**src/rtl/imem_dmem_arbiter.sv**
```systemverilog
// Shares one single-port BRAM between instruction fetch (I) and data (D) ports.
// D wins by default; a grant streak limit guarantees fetch forward progress.
module imem_dmem_arbiter #(
  parameter int MEM_AW     = 10,
  parameter int STREAK_MAX = 4,
  parameter int CNT_W      = 16
) (
  input  logic              clk,
  input  logic              rst,
  input  logic              i_req,
  input  logic [31:0]       i_addr,
  output logic              i_gnt,
  output logic              i_rvalid,
  output logic [31:0]       i_rdata,
  input  logic              d_req,
  input  logic              d_we,
  input  logic [3:0]        d_be,
  input  logic [31:0]       d_addr,
  input  logic [31:0]       d_wdata,
  output logic              d_gnt,
  output logic              d_rvalid,
  output logic [31:0]       d_rdata,
  output logic              mem_en,
  output logic [3:0]        mem_we,
  output logic [MEM_AW-1:0] mem_addr,
  output logic [31:0]       mem_wdata,
  input  logic [31:0]       mem_rdata,
  output logic [CNT_W-1:0]  conflict_cnt
);

  localparam logic [1:0] ST_IDLE = 2'd0;
  localparam logic [1:0] ST_I_RD = 2'd1;
  localparam logic [1:0] ST_D_RD = 2'd2;
  localparam logic [1:0] ST_D_WR = 2'd3;

  localparam logic [3:0] LP_STREAK_MAX = 4'(STREAK_MAX);

  logic [1:0]       r_state;
  logic [3:0]       r_streak;
  logic [CNT_W-1:0] r_conflict;

  logic w_streak_full;
  logic w_d_gnt;
  logic w_i_gnt;
  logic w_unused;

  // Grants are masked by rst so nothing reaches the BRAM while in reset.
  assign w_streak_full = (r_streak == LP_STREAK_MAX);
  assign w_d_gnt       = ~rst & d_req & ~(i_req & w_streak_full);
  assign w_i_gnt       = ~rst & i_req & ~w_d_gnt;

  assign i_gnt     = w_i_gnt;
  assign d_gnt     = w_d_gnt;
  assign mem_en    = w_i_gnt | w_d_gnt;
  assign mem_addr  = w_d_gnt ? d_addr[MEM_AW+1:2] : i_addr[MEM_AW+1:2];
  assign mem_we    = (w_d_gnt & d_we) ? d_be : 4'b0000;
  assign mem_wdata = d_wdata;

  assign i_rvalid     = (r_state == ST_I_RD);
  assign d_rvalid     = (r_state == ST_D_RD);
  assign i_rdata      = mem_rdata;
  assign d_rdata      = mem_rdata;
  assign conflict_cnt = r_conflict;

  assign w_unused = &{1'b0, i_addr[31:MEM_AW+2], i_addr[1:0], d_addr[31:MEM_AW+2], d_addr[1:0]};

  always_ff @(posedge clk or posedge rst) begin
    if (rst) begin
      r_state    <= ST_IDLE;
      r_streak   <= 4'd0;
      r_conflict <= '0;
    end else begin
      if (w_i_gnt) begin
        r_state <= ST_I_RD;
      end else if (w_d_gnt) begin
        r_state <= d_we ? ST_D_WR : ST_D_RD;
      end else begin
        r_state <= ST_IDLE;
      end

      if (w_i_gnt | ~i_req) begin
        r_streak <= 4'd0;
      end else if (w_d_gnt && !w_streak_full) begin
        r_streak <= r_streak + 4'd1;
      end

      if (i_req & d_req & ~&r_conflict) begin
        r_conflict <= r_conflict + CNT_W'(1);
      end
    end
  end

endmodule

```
**config.mk**
```make
export PLATFORM = sky130hd
export DESIGN_NAME = imem_dmem_arbiter
export DESIGN_NICKNAME = d
export VERILOG_FILES = /design/src/rtl/imem_dmem_arbiter.sv
export SDC_FILE = /design/constraint.sdc
export NUM_CORES = 1
export LEC_CHECK = 0
export BUFFER_PORTS_ARGS = -buffer_cell sky130_fd_sc_hd__buf_2
export CORE_AREA = 2 2 105 107
export CTS_CLUSTER_SIZE = 8
export DETAILED_ROUTE_END_ITERATION = 12
export DIE_AREA = 0 0 107 109
export HOLD_SLACK_MARGIN = 0.15
export PLACE_DENSITY = 0.55
export RECOVER_POWER = 25
export REMOVE_ABC_BUFFERS = 1
export SYNTH_ARGS = -nofsm -noshare
export SYNTH_HDL_FRONTEND = slang
export SYNTH_SLANG_ARGS = --single-unit
```
**constraint.sdc**
```tcl
create_clock -name clk -period 3.6 [get_ports clk]
set_input_delay 1.08 -clock clk [delete_from_list [all_inputs] [get_ports clk]]
set_output_delay 1.08 -clock clk [all_outputs]
set_load 0.02 [all_outputs]
```
=== After elaboration in Yosys (flattened, before gate mapping) ===
Cells that the tools add are included.

* Mux-type cells: 7
* Add/sub/neg operators: 2
* Bitwise operators: 14
* Reductions and logical operators: 5
* Equal/unequal tests: 3

{| class="wikitable"
|+ Operators by type and width
! cell !! number
|-
| adder 16 x 1 -> 16 bit (second input constant) || 1
|-
| AND reduction 16 bit || 1
|-
| 2-to-1 mux 4 bit || 3
|-
| 2-to-1 mux 10 bit || 1
|-
| AND 1 bit || 8
|-
| adder 4 x 1 -> 4 bit (second input constant) || 1
|-
| equality test 4 x 3 -> 1 bit (second input constant) || 1
|-
| 2-to-1 mux 2 bit || 2
|-
| NOT 1 bit || 4
|-
| equality test 2 x 1 -> 1 bit (second input constant) || 1
|-
| equality test 2 bit (second input constant) || 1
|-
| zero test 1 bit || 2
|-
| OR 1 bit || 2
|-
| nonzero test 2 bit || 1
|-
| logical AND 1 bit || 1
|-
| 2-to-1 mux 1 bit || 1
|}

* Register bits after elaboration: 22
* Input bits: 137

=== Logic depth before layout (Yosys ltp) ===
* Depth after elaboration: 8
* Gate-level depth with buffers: 6
* Depth with buffers taken out: 6

=== Worst setup path before layout ===
OpenSTA, ideal clock, no wires.

* Kind: input -> output
* From: input port i_req
* To: output port mem_addr[5]
* Stages on the path: 4
* Arrival time: 2.241 ns
* Setup slack: 0.279 ns
* Path through: buf_2 -> a21oi_2 -> buf_2 -> mux2_2

* Cells in the longest elaborated chain, start to end: 4

{| class="wikitable"
|+ Ends and longest elaborated chain
! item !! line !! source
|-
| start: declaration || 10 || <nowiki>input logic i_req,</nowiki>
|-
| AND 1 bit || 49 || <nowiki>assign w_d_gnt = ~rst & d_req & ~(i_req & w_streak_full);</nowiki>
|-
| NOT 1 bit || 49 ||
|-
| AND 1 bit || 49 ||
|-
| via d_gnt || 20 || <nowiki>output logic d_gnt,</nowiki>
|-
| 2-to-1 mux 10 bit || 55 || <nowiki>assign mem_addr = w_d_gnt ? d_addr[MEM_AW+1:2] : i_addr[MEM_AW+1:2];</nowiki>
|-
| end: declaration || 25 || <nowiki>output logic [MEM_AW-1:0] mem_addr,</nowiki>
|}

The timed path passes the listed nets, and every way through them passes these cells.

=== Worst setup path after layout ===
* From: input port rst
* To: output port mem_addr[5]

* Cells in the longest elaborated chain, start to end: 4

{| class="wikitable"
|+ Ends and longest elaborated chain
! item !! line !! source
|-
| start: declaration || 9 || <nowiki>input logic rst,</nowiki>
|-
| NOT 1 bit || 49 ||
|-
| AND 1 bit (2 in series) || 49 ||
|-
| 2-to-1 mux 10 bit || 55 ||
|}

Every way passes these cells.

==> impl_metrics.toml <==
[floorplan]
floorplan.rows = 38
boundaryPins = 268
core-area_mm2 = 0.0106
die_y_um = 109
die_w_um = 107
die_area_mm2 = 0.0117
initial_core_util_pct = 19.5

[clock_network]
cts_resized = 0
clkSinkCount = 22
cts_buffers = 3
clk_latency_ns = 0.27
cts_tree = "yes"
cts.path.max_buffers = 2
ctsHoldBuffers = 0
cts_root_buf = "clkbuf_8"
clkTransAtPathRegs_ns = 0.08
post_cts_buffers = 0
htreeDepth = 1

[global_route]
grt_overflow = 0
grt_max_degree = 23
grt_usage_pct = 21.2
grt_pass1_vias = 1376
grt_pass1_wl_um = 15300
antenna_found_initial = 0

[timing]
fin_worst_skew_ns = 0.0105
rsz0062_at_grt = "false"
hold_slack_ns = 0.499
finalCritPeriodShare_pct = 93.4
slew_viol_final = 0
max_freq_ghz = 0.297
setup_violations = 0
final_hold_viol_count = 0
period_minus_slack_ns = 3.36
tns_ns = 0
worst_pin_slew_ns = 0.911
maxSlewHeadroom_pct = 39.2

[worst_setup_path]
crit_family = "buffers and inverters"
worstPathCellList = "clkbuf_1 -> nand2b_1 -> a21oi_1 -> buf_4 -> mux2_2 -> buf_2"
crit_fanout = 18
worst_setup_path_end_kind = "primary output"
max_stage_delay_ns = 0.35
start_kind = "input port"
cpMaxStageDelayCell = "mux2_2"
cp_num_buf_inv = 3
crit_type = "input port to primary output"
arrival_ns = 2.28
required_ns = 2.52

[layout]
drive_gt1_share_pct = 41.0
antenna_cells = 0
nNetsFinal = 336
syn2layout_area_growth_pct = -9.24
ff_latch_area_um2 = 551
nFillCells = 1207
multiInputGateArea_um2 = 748

[logic_synthesis]
yosys_warnings = 0
ys.flop_type = "dfrtp_1"
ys_types = 37
synthesis.area_mm2 = 0.00207
yosys.area.top_type = "buf_4"
async_flop_share_pct = 100
yosys-top-cells-area = "buf_4, dfrtp_1, mux2_2, nand4_4, xor2_1"
avgSynthCellArea_um2 = 9.20
synth_edf_count = 0
ys_seq_area_share_pct = 26.6
synthCells = 225
synth_seq_cells = 22
synth_top_area_share_pct = 34.8

[route]
drc_errors = 0
first_iter_violations = 91
drt-pass1-iter-count = 4
drtAntennaViolNets = 0
postRouteWirelength_um = 12600
via_count = 1507
post_drt_wl_per_cell_um = 37.5
via_per_inst = 4.50

[power_and_ir_drop]
ir_drop_mv = 0.218
pwr_density_cell_mw_per_mm2 = 424
power.leakage_uw = 0.000912

[outcome]
status = "completed"

[placement]
place.port_buffers = 63
place.gp.congestion = 0.928
dp_hpwl_um = 11600

[worst_hold_path]
hold_class = "register to register"

[job]
cap_violations = 0
[worst paths after layout]
check	cells after the start	slack, ns	end	startpoint
worst max-delay path	6	0.24	mem_addr[5]	rst
worst min-delay path	1	0.50	r_streak[3]$_DFFE_PP0P_	r_streak[3]$_DFFE_PP0P_
worst max register to register	4	1.58	conflict_cnt[1]$_DFFE_PP0P_	conflict_cnt[12]$_DFFE_PP0P_
worst min register to register	1	0.50	r_streak[3]$_DFFE_PP0P_	r_streak[3]$_DFFE_PP0P_
max in group asynchronous	2	1.91	conflict_cnt[2]$_DFFE_PP0P_	rst
min in group asynchronous	2	1.12	conflict_cnt[7]$_DFFE_PP0P_	rst
[layout by cell type, fill, tap and decap left out, types with 6 or more instances in the layout]
master,instances
buf_2,54
dfrtp_1,22
mux2_2,15
nand2_1,11
clkbuf_1,9
xor2_1,7
nor2_1,7
nor3_1,6
inv_1,6
[synthesized netlist by cell type (3+ instances only)]
cell / instances
buf_4: 96
dfrtp_1: 22
mux2_2: 15
nand2_1: 11
nor2_1: 7
xor2_1: 7
inv_1: 6
nor3_1: 6
and3_1: 5
nand3_1: 5
o21ai_0: 5
ha_1: 3
nand2b_1: 3
nand4_1: 3
nand4_4: 3
nor4_1: 3
[report_power, final]
part           internal (uW)  switching, uW
Combinational           81.5            138
Clock                    149           86.8
Sequential               282           59.1
Total                    512            284
[cells by family after synthesis]
logic type | synth area share, %
buf+inv | 36.4
mux | 9.43
flops | 26.6
fa+ha+maj | 1.81
compound gates | 4.41
simple gates | 18.4
xor+xnor | 2.96
[worst register-to-register path: stages, from the launching register on]
cell and delay, ns:
dfrtp_1 0.49, nand4_4 0.18, nor4_1 0.77, nor2_1 0.16
mux2_2 0.31
[flip-flops by register name, indices dropped and copies added (netlist names)]
register	flops
conflict_cnt	16
r_streak	4
r_state	2
[area by class of cell]
cell class	count	share of cell area [%]
Clock buffer	3	2.20
Clock inverter	1	1.60
Inverter	6	1.20
Multi-Input combinational cell	99	39.8
Sequential cell	22	29.3
Tap cell	140	9.32
Timing Repair Buffer	64	16.6
[layer usage]
layer	track usage [%]	routed length (um)	vias to the layer above
met1	7.51	1570	607
met4	11.3	858	2
met3	27.3	3600	38
li1	-	-	608
met5	3.13	40	-
met2	40.2	6490	252
[stage by stage]
| step | setup slack (ns) | util [%] | std cells | power (uW) | instance area, um^2 |
|---|---|---|---|---|---|
| finish | 0.236 | 17.7 | 335 | 797 | 1880 |
| global route | 0.116 | 17.7 | 335 | 850 | 1880 |
| CTS | 0.295 | 18.0 | 335 | 816 | 1910 |
| detailed placement | 0.302 | 17.3 | 331 | 577 | 1840 |
| global placement | 0.329 | 17.3 | 331 | 574 | 1840 |
| floorplan | 0.254 | - | 127 | 477 | 1340 |
Power figures use the tool's default switching activity.
